$ cat config.mk
export PLATFORM = sky130hd
export DESIGN_NAME = io_port_bank
export DESIGN_NICKNAME = d
export VERILOG_FILES = /design/src/rtl/io_port_bank_pkg.sv /design/src/rtl/io_port_bank_sync_edge.sv /design/src/rtl/io_port_bank.sv
export SDC_FILE = /design/constraint.sdc
export NUM_CORES = 1
export LEC_CHECK = 0
export CAP_MARGIN = 5
export CORE_ASPECT_RATIO = 0.75
export CORE_UTILIZATION = 46
export DETAILED_ROUTE_END_ITERATION = 12
export GPL_TIMING_DRIVEN = 0
export PLACE_DENSITY = 0.77
export SYNTH_ARGS = -nofsm -noshare
export SYNTH_HDL_FRONTEND = slang
export SYNTH_HIERARCHICAL = 1
export SYNTH_SLANG_ARGS = --single-unit
$ cat constraint.sdc
create_clock -name clk -period 4.4 [get_ports clk]
set_input_delay 0.66 -clock clk [delete_from_list [all_inputs] [get_ports clk]]
set_output_delay 0.66 -clock clk [all_outputs]
set_load 0.02 [all_outputs]
$ cat src/rtl/io_port_bank_pkg.sv
// ----------------------------------------------------------------------------
// io_port_bank_pkg
// Shared defaults and helpers for the I/O port bank.
//   DEF_W           default data width of every port
//   DEF_NPORTS      default number of input and output ports
//   DEF_SYNC_STAGES default depth of each strobe synchronizer
//   sel_in_range()  true when a port select addresses an existing port
// ----------------------------------------------------------------------------
package io_port_bank_pkg;

    localparam int DEF_W           = 8;
    localparam int DEF_NPORTS      = 4;
    localparam int DEF_SYNC_STAGES = 2;

    // Every port-indexed access goes through this check so that a select
    // value beyond NPORTS (possible when NPORTS is not a power of two)
    // never touches state.
    function automatic logic sel_in_range(input logic [31:0] sel,
                                          input logic [31:0] nports);
        return sel < nports;
    endfunction

endpackage

$ cat src/rtl/io_port_bank_sync_edge.sv
// ----------------------------------------------------------------------------
// io_port_bank_sync_edge
// Brings one asynchronous strobe into the clk domain and produces a
// one-cycle pulse on each rising edge of the synchronized value.
//   clk        system clock
//   reset      asynchronous, active-high
//   async_in   asynchronous strobe from the pin
//   edge_pulse high for one cycle after the synchronized strobe rises
// ----------------------------------------------------------------------------
module io_port_bank_sync_edge #(
    parameter int SYNC_STAGES = 2
) (
    input  logic clk,
    input  logic reset,
    input  logic async_in,
    output logic edge_pulse
);

    logic [SYNC_STAGES-1:0] sync_q;
    logic                   prev_q;

    // Shift chain plus one delayed copy of its last stage. Both reset to 0,
    // so a strobe held high through reset release still yields exactly one
    // edge once it has walked through the chain.
    always_ff @(posedge clk or posedge reset) begin
        if (reset) begin
            sync_q <= '0;
            prev_q <= 1'b0;
        end else begin
            sync_q <= {sync_q[SYNC_STAGES-2:0], async_in};
            prev_q <= sync_q[SYNC_STAGES-1];
        end
    end

    assign edge_pulse = sync_q[SYNC_STAGES-1] & ~prev_q;

endmodule

$ cat src/rtl/io_port_bank.sv
// ----------------------------------------------------------------------------
// io_port_bank
// Parametrised input/output port bank for the single-cycle microcontroller.
// Input side: per-port strobed capture into a hold register with full and
// sticky overrun flags, read by the core through a combinational mux.
// Output side: per-port output registers with a one-cycle write strobe.
// A maskable, registered interrupt flags ports holding unread data.
//   clk       system clock
//   reset     asynchronous, active-high, clears all state
//   port_sel  port addressed by rd_en / wr_en
//   rd_en     core reads input port port_sel (clears its flags)
//   rd_data   hold register of port_sel, 0 for a nonexistent port
//   wr_en     core writes output port port_sel
//   wr_data   data for output write and interrupt-mask load
//   mask_we   load irq_mask from the low NPORTS bits of wr_data
//   in_data   packed input data, port p at [p*W +: W]
//   in_stb    asynchronous data-ready strobe per port
//   in_full   hold register p holds unread data
//   overrun   sticky: strobe arrived while port was full
//   irq       registered OR of (in_full & irq_mask)
//   out_data  packed output registers, port p at [p*W +: W]
//   out_stb   one-cycle pulse per port, aligned with out_data update
// ----------------------------------------------------------------------------
module io_port_bank
    import io_port_bank_pkg::*;
#(
    parameter  int W           = DEF_W,
    parameter  int NPORTS      = DEF_NPORTS,
    parameter  int SYNC_STAGES = DEF_SYNC_STAGES,
    localparam int SELW        = (NPORTS > 1) ? $clog2(NPORTS) : 1
) (
    input  logic                 clk,
    input  logic                 reset,
    input  logic [SELW-1:0]      port_sel,
    input  logic                 rd_en,
    output logic [W-1:0]         rd_data,
    input  logic                 wr_en,
    input  logic [W-1:0]         wr_data,
    input  logic                 mask_we,
    input  logic [NPORTS*W-1:0]  in_data,
    input  logic [NPORTS-1:0]    in_stb,
    output logic [NPORTS-1:0]    in_full,
    output logic [NPORTS-1:0]    overrun,
    output logic                 irq,
    output logic [NPORTS*W-1:0]  out_data,
    output logic [NPORTS-1:0]    out_stb
);

    logic              sel_valid;
    logic [NPORTS-1:0] cap;
    logic [NPORTS-1:0] rd_hit;
    logic [NPORTS-1:0] wr_hit;
    logic [NPORTS-1:0] irq_mask;
    logic [NPORTS-1:0] mask_next;
    logic [W-1:0]      hold [NPORTS];

    assign sel_valid = sel_in_range(32'(port_sel), 32'(NPORTS));

    // Mask bits beyond the data width have no source and load as 0.
    for (genvar i = 0; i < NPORTS; i++) begin : g_mask_src
        if (i < W) begin : g_bit
            assign mask_next[i] = wr_data[i];
        end else begin : g_zero
            assign mask_next[i] = 1'b0;
        end
    end

    for (genvar p = 0; p < NPORTS; p++) begin : g_port
        logic [W-1:0] hold_q;
        logic [W-1:0] out_q;
        logic         full_q;
        logic         ovr_q;
        logic         stb_q;

        io_port_bank_sync_edge #(
            .SYNC_STAGES (SYNC_STAGES)
        ) u_sync_edge (
            .clk        (clk),
            .reset      (reset),
            .async_in   (in_stb[p]),
            .edge_pulse (cap[p])
        );

        assign rd_hit[p] = rd_en & sel_valid & (port_sel == SELW'(p));
        assign wr_hit[p] = wr_en & sel_valid & (port_sel == SELW'(p));

        // Input capture. A capture on the same edge as a core read wins:
        // the read consumed the old data, so the new data is loaded, the
        // port stays full and any overrun is cleared. A capture into a full,
        // unread port keeps the oldest data and flags the loss instead.
        always_ff @(posedge clk or posedge reset) begin
            if (reset) begin
                hold_q <= '0;
                full_q <= 1'b0;
                ovr_q  <= 1'b0;
            end else if (cap[p] && (!full_q || rd_hit[p])) begin
                hold_q <= in_data[p*W +: W];
                full_q <= 1'b1;
                if (rd_hit[p]) begin
                    ovr_q <= 1'b0;
                end
            end else if (cap[p]) begin
                ovr_q <= 1'b1;
            end else if (rd_hit[p]) begin
                full_q <= 1'b0;
                ovr_q  <= 1'b0;
            end
        end

        // Output register with a strobe that is high exactly in the cycle
        // after each write, so consecutive writes give consecutive pulses.
        always_ff @(posedge clk or posedge reset) begin
            if (reset) begin
                out_q <= '0;
                stb_q <= 1'b0;
            end else begin
                stb_q <= wr_hit[p];
                if (wr_hit[p]) begin
                    out_q <= wr_data;
                end
            end
        end

        assign hold[p]             = hold_q;
        assign in_full[p]          = full_q;
        assign overrun[p]          = ovr_q;
        assign out_data[p*W +: W]  = out_q;
        assign out_stb[p]          = stb_q;
    end

    // Read mux; a select with no matching port leaves the default of 0.
    always_comb begin
        rd_data = '0;
        for (int p = 0; p < NPORTS; p++) begin
            if (sel_valid && (port_sel == SELW'(p))) begin
                rd_data = hold[p];
            end
        end
    end

    // Interrupt mask may be loaded in the same cycle as an output write;
    // both use the same wr_data.
    always_ff @(posedge clk or posedge reset) begin
        if (reset) begin
            irq_mask <= '0;
        end else if (mask_we) begin
            irq_mask <= mask_next;
        end
    end

    // Registered interrupt, so it trails in_full / irq_mask by one edge.
    always_ff @(posedge clk or posedge reset) begin
        if (reset) begin
            irq <= 1'b0;
        end else begin
            irq <= |(in_full & irq_mask);
        end
    end

endmodule

==> results.md <==
- Design Area, Final: 5080 µm²
- Post-synthesis compound-gate area fraction: 3.61%
- Max Slew Vio Count: 0
- Max rail drop VDD: 0.000239 V
- Starting Density: 49.1%
- Routed wire length: 7.55 mm
- Residual DRC: 0
- Max Clock Freq: 366 MHz
- CP arrival: 2070 ps
- Power per cell area: 450 nW/µm²
- # clock sinks: 93
- H-tree Lvls: 3
- Synthesized area per cell: 16.4 µm²
- Crit Path Max Fanout: 10
- Post-CTS resize count: 0
- CTS Buf Count: 9
- Deepest clock path buffer count: 2
- Netlist cell types: 24
- Synth Instances: 226
- Largest net degree at the start of global routing: 49
- Layout Area Growth over Synthesis: 36.7%
- Final HPWL from detailed placement: 5.63 mm
- Boundary Pins: 104
- Routed Antenna Nets: 0
- Worst stage delay on the critical path: 560 ps
- Cell family with most CP delay: buffers and inverters
- Setup TNS: 0 ps
- Drt pass-1 iters: 4
- Slew margin rel.: 62.5%
- Area share of the largest cell type after synthesis: 62.7%
- Maxcap violations: 0
- Vias in the first global route: 2337
- Commonest non-fill, non-tap cells in the layout: clkdlybuf4s50_1, dfrtp_1, mux2_2
- Die span in x: 106 µm
- Clock tree root buffer cell: clkbuf_8
- Total gr overflow: 0
- Clk slew on worst S/H paths: 80 ps
- Ranking of synthesized cells by area: dfrtp_1, mux2_2, mux4_2, buf_4, nor2b_4
- Post-synthesis net count: 277
- Tmin final: 2730 ps
- Worst setup SP type: input port
- Nets@finish: 390
- FP Rows: 27
- GP Congestion: 0.726
- WL/cell: 17.0 µm
- Mux cell area share after synthesis: 25.5%
- Crit path buffers/inverters: 3
- Vias: 2241
- Xor and xnor fraction of the mapped netlist area: 0%
- Final Cycle Share: 62.0%
- RSZ-0062 raised after global routing: false
- Commonest non-fill, non-tap cell in the layout: clkdlybuf4s50_1
- Yosys warns: 6
- Yosys reg bits: 93
- Clock Latency Late Sink: 360 ps
- CP max-delay cell: clkdlybuf4s50_1
- Area after DPL: 4880 µm²
- CTS tree: built
- Critical path type: in -> out
- Core ar.: 7570 µm²
- CP Data Required Time: 3740 ps
- First-pass GRT wire length: 12.4 mm
- Pre-CTS WS: 1660 ps
- Crit. End Element: output port
- Post-CTS Hold Fix Bufs: 0
- Top FF cell, synth: dfrtp_1
- Synth async-reset ratio: 100%
- Synth Area in Adders: 0%
- Status: completed
- Post-synth EDFFs: 0
- Initial antenna violation count: 0
- Final clock skew: 5.00 ps
- Post-Syn Area: 3710 µm²
- Port Buf Inserts: 101
- Post-synthesis sequential area ratio: 62.7%
- HP Class: reg -> reg
- Util after Layout: 67.1%
- Hold Violations, Final: 0
- CP Cell Sequence: buf_6 -> buf_4 -> mux4_2 -> clkdlybuf4s50_1
- Height of the die: 79.8 µm
- Fraction of layout cells with a size suffix above 1: 35.2%
- Setup Buffers After CTS: 0
- Simple-gate portion of the synthesized area: 3.77%
- Vias/cell: 5.04
- Die area: 8440 µm²
- GRT Overall Usage: 19.9%
- DR iter-0 viols: 61
- Antenna cell count: 0
- Setup slack after layout: 1670 ps
- Finish-stage setup viols: 0
- Yosys top cell by area: dfrtp_1
- Worst-Margin Slew: 563 ps
- Leak: 0.00217 µW
- Main combinational cell family by area after synthesis: multiplexers
## state kept, by name, indices dropped and copies added (netlist names)
name and flops:
g_port.u_sync_edge/prev_q 4, g_port.out_q 32, g_port.u_sync_edge/sync_q 8, irq_mask 4, g_port.ovr_q 4, g_port.hold_q 32, g_port.full_q 4, irq 1
g_port.stb_q 4
## cell families (layout without fill, tap and decap cells)
family | after synthesis | count (layout)
and+or+nand+nor | 16 | 16
DFF | 93 | 93
buffers and inverters | 26 | 144
AOI/OAI and AO/OA | 15 | 15
muxes | 76 | 76
## routing by layer
| layer | GRT usage [%] | share of wire [%] | vias to the layer above |
|---|---|---|---|
| li1 | - | - | 1022 |
| met5 | 0 | 0 | - |
| met4 | 6.94 | 1.3 | 0 |
| met3 | 5.63 | 5.5 | 12 |
| met2 | 32.0 | 48 | 65 |
| met1 | 26.2 | 45 | 1142 |
## report_power, final
group          internal [µW]  total (µW)  switching, µW
Combinational            377         639            262
Sequential              1020        1110           89.5
Clock                    252         539            286
Total                   1650        2290            638
## cells in the mapped netlist (2+ instances only)
library cell	instances
dfrtp_1	93
mux2_2	68
buf_4	14
inv_1	9
mux4_2	8
a21o_1	5
nand3b_1	4
nor2b_4	4
a21boi_4	2
a21oi_1	2
a22oi_1	2
and2_1	2
buf_6	2
## final cells by class
type                            count  area (µm²)
Buffer                             17         133
Clock buffer                       12         165
Clock inverter                      4        31.3
Fill cell                         551        2490
Inverter                            9        36.3
Multi-Input combinational cell    107        1220
Sequential cell                    93        2330
Tap cell                          101         126
Timing Repair Buffer              102        1040
## metrics by stage
step	hold slack, ps	instances	power (µW)
4_1_cts	356	445	2310
5_1_grt	365	445	2400
2_1_floorplan	331	226	1470
3_3_place_gp	332	428	1740
6_report	355	445	2290
3_5_place_dp	336	429	1770
## path summary, 6_finish.rpt
kind	startpoint	to	slack, ps	cells after the start
worst max-delay path	port_sel[1]	rd_data[2]	1670	4
max in group asynchronous	reset	g_port[3].ovr_q	3050	3
min in group asynchronous	reset	g_port[2].u_sync_edge/prev_q	620	2
worst min-delay path	g_port[1].u_sync_edge/sync_q[0]	g_port[1].u_sync_edge/sync_q[1]	350	0
worst max register to register	g_port[3].u_sync_edge/prev_q	g_port[3].hold_q[2]	2900	3
worst min register to register	g_port[1].u_sync_edge/sync_q[0]	g_port[1].u_sync_edge/sync_q[1]	350	0
Note: power is estimated with default switching activity, not from simulation.
